[src/rtl/bpsk_demodulator.sv]
// bpsk_demodulator: square-wave correlating BPSK slicer with LSB-first word assembly.
// Optional per-bit low-confidence flag enabled by defining BPSK_DEMOD_CONF_EN.
module bpsk_demodulator #(
  parameter int DATA_WIDTH  = 12,
  parameter int ADDR_WIDTH  = 8,
  parameter int CONF_THRESH = 4096
) (
  input  logic                         clk,
  input  logic                         arst_n,
  input  logic                         en,
  input  logic                         sync,
  input  logic signed [DATA_WIDTH-1:0] sample_in,
  output logic                         bit_out,
  output logic                         bit_valid,
  output logic [ADDR_WIDTH:0]          data_out,
  output logic                         word_valid,
  output logic                         low_conf
);
  localparam int ACC_W = DATA_WIDTH + ADDR_WIDTH + 1;
  localparam int BW = $clog2(ADDR_WIDTH + 1);
  typedef enum logic {ACQ, TRACK} state_t;
  state_t                  state_q, state_d;
  logic [ADDR_WIDTH-1:0]   phase_q, phase_d;
  logic [BW-1:0]           bit_cnt_q, bit_cnt_d;
  logic signed [ACC_W-1:0] acc_q, acc_d, acc_sum, sample_ext;
  logic [ADDR_WIDTH:0]     shift_q, shift_d, data_q, data_d;
  logic                    bit_q, bit_d, bit_valid_q, bit_valid_d, word_valid_q, word_valid_d;
  logic                    sym_end;
  assign sample_ext = {{(ADDR_WIDTH+1){sample_in[DATA_WIDTH-1]}}, sample_in};
  assign acc_sum = phase_q[ADDR_WIDTH-1] ? acc_q - sample_ext : acc_q + sample_ext;
  // sync outranks a coincident symbol end, so that symbol never produces a bit
  assign sym_end = state_q == TRACK && en && !sync && phase_q == '1;
  always_comb begin
    state_d      = sync ? TRACK : state_q;
    phase_d      = phase_q;
    bit_cnt_d    = bit_cnt_q;
    acc_d        = acc_q;
    shift_d      = shift_q;
    data_d       = data_q;
    bit_d        = bit_q;
    bit_valid_d  = 1'b0;
    word_valid_d = 1'b0;
    if (sync) begin
      phase_d   = ADDR_WIDTH'(en);
      bit_cnt_d = '0;
      acc_d     = en ? sample_ext : '0;
      shift_d   = '0;
    end else if (state_q == TRACK && en) begin
      phase_d = phase_q + 1'b1;
      acc_d   = sym_end ? '0 : acc_sum;
      if (sym_end) begin
        bit_d              = !acc_sum[ACC_W-1] && acc_sum != '0;
        bit_valid_d        = 1'b1;
        shift_d[bit_cnt_q] = bit_d;
        word_valid_d       = bit_cnt_q == BW'(ADDR_WIDTH);
        bit_cnt_d          = word_valid_d ? '0 : bit_cnt_q + 1'b1;
        data_d             = word_valid_d ? shift_d : data_q;
      end
    end
  end
  always_ff @(posedge clk or negedge arst_n) begin
    if (!arst_n) begin
      state_q      <= ACQ;
      phase_q      <= '0;
      bit_cnt_q    <= '0;
      acc_q        <= '0;
      shift_q      <= '0;
      data_q       <= '0;
      bit_q        <= 1'b0;
      bit_valid_q  <= 1'b0;
      word_valid_q <= 1'b0;
    end else begin
      state_q      <= state_d;
      phase_q      <= phase_d;
      bit_cnt_q    <= bit_cnt_d;
      acc_q        <= acc_d;
      shift_q      <= shift_d;
      data_q       <= data_d;
      bit_q        <= bit_d;
      bit_valid_q  <= bit_valid_d;
      word_valid_q <= word_valid_d;
    end
  end
  assign bit_out    = bit_q;
  assign bit_valid  = bit_valid_q;
  assign data_out   = data_q;
  assign word_valid = word_valid_q;
`ifdef BPSK_DEMOD_CONF_EN
  localparam logic signed [ACC_W-1:0] THR = ACC_W'(CONF_THRESH);
  logic low_conf_q, low_conf_d;
  assign low_conf_d = sym_end ? (acc_sum < THR && acc_sum > -THR) : low_conf_q;
  always_ff @(posedge clk or negedge arst_n) begin
    if (!arst_n) low_conf_q <= 1'b0;
    else         low_conf_q <= low_conf_d;
  end
  assign low_conf = low_conf_q;
`else
  assign low_conf = 1'b0;
`endif
endmodule

[config.mk]
export PLATFORM = sky130hd
export DESIGN_NAME = bpsk_demodulator
export DESIGN_NICKNAME = d
export VERILOG_FILES = /design/src/rtl/bpsk_demodulator.sv
export SDC_FILE = /design/constraint.sdc
export NUM_CORES = 1
export LEC_CHECK = 0
export ABC_CLOCK_PERIOD_IN_PS = 4900
export CORE_UTILIZATION = 23
export DETAILED_ROUTE_END_ITERATION = 16
export GPL_ROUTABILITY_DRIVEN = 0
export PLACE_DENSITY = 0.41
export SLEW_MARGIN = 10
export SYNTH_ARGS = -nofsm -noshare
export SYNTH_HDL_FRONTEND = slang
export SYNTH_SLANG_ARGS = --single-unit
export TNS_END_PERCENT = 100
[constraint.sdc]
create_clock -name clk -period 4.9 [get_ports clk]
set_clock_uncertainty 0.2 [all_clocks]
set_input_delay 1.47 -clock clk [delete_from_list [all_inputs] [get_ports clk]]
set_output_delay 1.47 -clock clk [all_outputs]
set_load 0.01 [all_outputs]
Word level (Yosys, flattened, before mapping)
Index checks and enable logic that the tools add are counted.
Widths: inputs -> output; s select.
Word-level totals
  bits in registers: 55
  input port bits: 16
  output and inout port bits: 13
  logic and storage cells: 54
Cells by class
  $add $sub $neg: 4
  $lt $le $gt $ge: 2
  eq/ne operators: 2
  muxes and demuxes: 23
  bitwise logic cells: 1
  reduce and logical (&&, ||, !) cells: 13
Operator list (number)
  $mux 21: 5
  $mux 9: 3
  $add 21x12->21: 1
  $reduce_bool 21->1: 1
  $sub 21x12->21: 1
  $mux 4: 4
  $mux 8: 2
  $bwmux 9: 1
  $add 8x1->8 const B: 1
  $eq 8x8->1 const B: 1
  $mux 1: 7
  $logic_and 1x1->1: 5
  $lt 4x5->1 const B: 1
  $add 4x1->4 const B: 1
  $demux 1 s4: 1
  $eq 4x4->1 const B: 1
  $ge 4x1->1 const B: 1
  $reduce_and 4->1: 1
  $reduce_bool 2->1: 2
  $reduce_and 3->1: 1
  $logic_not 1->1: 2
  $reduce_and 2->1: 1
  $not 1->1: 1

Depth between registers and ports, before layout
  depth after elaboration: 8
  depth in mapped cells: 18

Worst setup path before layout
Ideal clock, no wire load.
  kind: input to register
  from: input sample_in[3]
  to: register shift_q[4]
  setup time: 0.119 ns
  data arrival time: 5.087 ns
  setup slack: -0.506 ns
  stages on the path: 18
  path buffers: 2
  cells stage by stage: nor3_1 -> nor3b_1 -> nand2_1 -> nor2_1 -> a21oi_1 -> xnor2_1 -> ha_1 -> buf_6 -> a21o_1 -> a211o_1 -> o21a_1 -> or3_4 -> a2111oi_2 -> nor4b_2 -> nand4b_1 -> o41ai_2 -> buf_6 -> o21ai_2
On the way
  cells in the longest elaborated chain, start to end: 8
  elaborated cells between the ends (all ways): 10
  those cells by class: 2 x add/sub; 5 x mux; 3 x reduce/logical
Ends and longest elaborated chain
  start, declared: RTL line 12  | input logic signed [DATA_WIDTH-1:0] sample_in,
  $add 21x12->21 or $sub 21x12->21 (tied branches): RTL line 30  | assign acc_sum = phase_q[ADDR_WIDTH-1] ? acc_q - sample_ext : acc_q + sample_ext;
  $mux 21 (*): RTL line 30
  $reduce_bool 21->1 or $logic_not 1->1 (tied branches): RTL line 52  | bit_d = !acc_sum[ACC_W-1] && acc_sum != '0;
  $logic_and 1x1->1 (*): RTL line 52
  $bwmux 9 (*): RTL line 54  | shift_d[bit_cnt_q] = bit_d;
  $mux 9 (*): RTL line 51  | if (sym_end) begin
  $mux 9 (*): RTL line 48  | end else if (state_q == TRACK && en) begin
  $mux 9 (*): RTL line 43  | if (sync) begin
  end signal, assigned: RTL line 77  | shift_q <= shift_d;
  end, declared: RTL line 26  | logic [ADDR_WIDTH:0] shift_q, shift_d, data_q, data_d;
Every way passes the cells marked *; elsewhere a longest branch is shown, timed or not. The select of a mux whose other input is x is not followed.
A chain may end at the register's enable or synchronous reset.

Worst setup path after layout
  from: input sample_in[2]
  to: register shift_q[1]
Same word-level chain as after synthesis.

==> out/summary.txt <==
worst hold slack: 0.280 ns
slowest library cell on the worst path: or3_4
Top Family by Delay on Critical Path: compound AO/OA/AOI/OAI gates
Max Cap Viol: 0
CTS Buf Count: 5
yosys warns: 0
CTS tree: done
worst r2r src: phase_q[7]
Via Count: 3815
peak supply drop: 0.157 mV
first-pass GRT wire length: 19.9 mm
GRT overflow: 0
post-DR vias/cell: 4.64
synthesized area: 3990 sq um
Area growth syn-to-layout: 39.0%
worst relative slew slack: 38.8%
final setup vio count: 10
final period demand of the worst path: 5.15 ns
GRT Total Usage: 14.0%
root buf cell: clkbuf_16
Worst path max stage delay: 0.39 ns
WL/cell: 14.3 um
Die Area: 17900 sq um
nature of the critical path startpoint: primary input
Crit. path cell count: 18
Clock Tree Buf Depth: 2
Primary FF master, synth: dfrtp_1
DRT iter0 DRCs: 165
Initial Util: 23.8%
hpwl dp: 9.03 mm
final worst path period share: 105%
r2r endpoint: shift_q[1]
crit path capture type: flip-flop
Clk pin slew, worst setup/hold paths: 0.07 ns
R2R cell count: 12
Slew Limit Fails: 0
CP Launch Point: sample_in[2]
vias in the first global route: 3937
die extent in y: 134 um
initial antenna violation count: 0
DRC: 0
Max FO, Critical Path: 5
kind of critical path: in -> reg
failing checks: negative setup slack
DRT Wirelength: 11.7 mm
antenna cells: 0
Worst-Skew Late Latency: 0.29 ns
Chip Width: 134 um
Antenna Nets Post-Route: 0
Syn Nets: 522
largest net degree at the start of global routing: 39
share of layout cells above drive strength 1: 27.5%
CP Buf/Inv Count: 3
maximum clock frequency: 194 MHz
Worst Path Required: 4.89 ns
status: finished, violations left
worst slew pin tran: 0.917 ns
flop2flop setup slack: 0.76 ns
Final WS setup: -0.250 ns
number of enable flip-flop cells after synthesis: 0
crit path capture: shift_q[1]
Setup TNS Final: -2.39 ns
Syn Area/Cell: 8.34 sq um
Ports: 29
H-tree depth: 2
setup repair after global routing missed its margin: true
Core ar.: 16800 sq um
Lkg Pwr: 2.50 nW
Pre-antenna DRT Iters: 4
CP arrival: 5.14 ns
power per cell area: 444 nW/um^2
Hold/Removal Path Class: reg -> reg
Async SR Flop Fraction: 100%
# clock sinks: 54
Seq cells post-synth: 54
sequential cell area fraction in the yosys report: 33.8%
Fin. Hold Viols: 0
final layout net count: 646
Netlist cell types: 65
Syn Inst Count: 479
num rows: 47
worst-path cell chain: buf_8 > nor3_4 > nor3b_4 > buf_4 > and3b_2 > a21oi_2 > xnor2_1 > ha_2 > a21o_1 > a211o_1 > o21a_1 > or3_4 > a2111oi_4 > nor4b_4 > nand4b_1 > o41ai_4 > buf_6 > o21ai_1
I/O Buffers: 27
cells in the final DEF, fill, tap and decap left out, drive strengths merged, types with 4 or more instances in the layout:
master,netlist,layout
nor2,50,50
a221oi,6,6
nor3,13,13
a21o,9,9
buf,3,114
clkdlybuf4s50,0,16
dlygate4sd2,0,6
and2,5,5
o21a,4,4
a211oi,4,4
nand2,76,76
xnor2,22,22
nand2b,5,5
o21ai,32,32
nor3b,5,5
clkbuf,17,5
nand3,12,12
mux2i,4,4
dfrtp,54,54
o41ai,5,5
ha,26,26
nand3b,8,8
xor2,6,6
inv,18,18
a21oi,46,46
timing repair:
item	4_1_cts	5_1_grt
resized for setup	46	8
setup buffers	4	0
cloned	1	0
hold buffers	0	0
pin swaps	30	2
setup endpoints to repair	14	12
worst register-to-register path, cell delays in order (launching register included):
cell	delay (ns)
dfrtp_1	0.71
mux2_2	0.44
fa_2	0.38
nand2b_4	0.16
a211oi_4	0.37
o21a_1	0.22
o21ai_1	0.14
a2111oi_4	0.39
nor4b_4	0.24
nand4b_1	0.18
o41ai_4	0.34
buf_6	0.19
o21ai_1	0.07
cell usage after synthesis (2+ instances only):
cell       n  area share [%]
nand3_1   12             1.5
nand4b_1   3            0.66
nand4_1    3            0.47
mux2i_1    4             1.0
clkbuf_8   2            0.69
a21o_1     8             1.5
o211ai_1   2            0.38
ha_1      26             8.1
dfrtp_1   54              34
nor4_1     2            0.31
nand2_1   76             7.1
and3_1     3            0.47
xor2_1     6             1.3
nor3_1    13             1.6
a311oi_1   2            0.44
nor3b_1    5            0.94
o31a_1     2            0.44
a221oi_1   6             1.3
o31ai_1    2            0.38
or2_2      2            0.31
o21ai_2    9             2.0
inv_1     17             1.6
o41ai_1    4            0.88
or3_1      2            0.31
clkbuf_1  14             1.3
a211oi_1   3            0.56
o21ai_0   23             2.9
o21a_1     4            0.75
nor2_1    50             4.7
nand2b_1   5            0.78
nand3b_1   8             1.5
a41oi_1    2            0.44
and2_2     2            0.38
xnor2_1   22             4.8
buf_6      2            0.56
a211o_1    3            0.66
and2_1     3            0.47
a21oi_1   46             5.8
sequential cells by signal, indices dropped and copies added (netlist names):
signal and flops:
acc_q 21, bit_cnt_q 4, bit_out 1, bit_valid 1, data_out 9, phase_q 8, shift_q 8, state_q 1
word_valid 1
report_power, final:
part	internal, mW	switching (mW)
Clock	0.240	0.166
Sequential	0.509	0.0410
Combinational	0.759	0.749
Total	1.51	0.956
worst min path at each step:
stage / startpoint / end / slack, ns / cells past startpoint
floorplan: shift_q[0] / data_out[0] / 0.24 / 2
global placement: data_out[4] / data_out[4] / 0.26 / 2
detailed placement: data_out[7] / data_out[7] / 0.26 / 2
CTS: data_out[4] / data_out[4] / 0.28 / 2
global route: data_out[2] / data_out[2] / 0.30 / 2
finish: data_out[4] / data_out[4] / 0.28 / 2
layer usage:
| layer | wire length (um) | track usage (%) | up-vias |
|---|---|---|---|
| met4 | 182 | 3.85 | 0 |
| li1 | - | - | 1948 |
| met3 | 241 | 1.70 | 10 |
| met5 | 0 | 0 | - |
| met1 | 5760 | 18.9 | 1807 |
| met2 | 5550 | 23.5 | 50 |
area by class of cell:
| type | count | area [sq um] |
|---|---|---|
| flip-flops and latches | 54 | 1350 |
| inverters | 18 | 67.6 |
| multi-input cells | 387 | 2600 |
| fillers | 1795 | 11200 |
| well taps | 220 | 275 |
| repair buffers | 137 | 1100 |
| clock buffers | 5 | 125 |
| clock inverters | 2 | 38.8 |
through the flow:
stage / power, mW / cell area (sq um) / cells / utilization [%] / setup WS (ns)
after floorplan: 1.32 / 4020 / 479 / - / -0.352
after global placement: 1.95 / 5230 / 811 / 31.2 / -0.893
after detailed placement: 1.95 / 5230 / 811 / 31.2 / -0.915
after CTS: 2.46 / 5520 / 823 / 32.9 / -0.233
after global routing: 2.66 / 5550 / 823 / 33.1 / -0.428
final: 2.46 / 5550 / 823 / 33.1 / -0.250
cells by family after synthesis:
kind of cell    share of synthesized area, %
flops                                   33.8
simple gates                            22.9
fa+ha+maj                               8.65
xor+xnor                                6.14
buf+inv                                 4.64
other cells                           0.0939
mux                                     1.28
compound gates                          22.4
No activity file was read; power rests on OpenSTA's default activity.
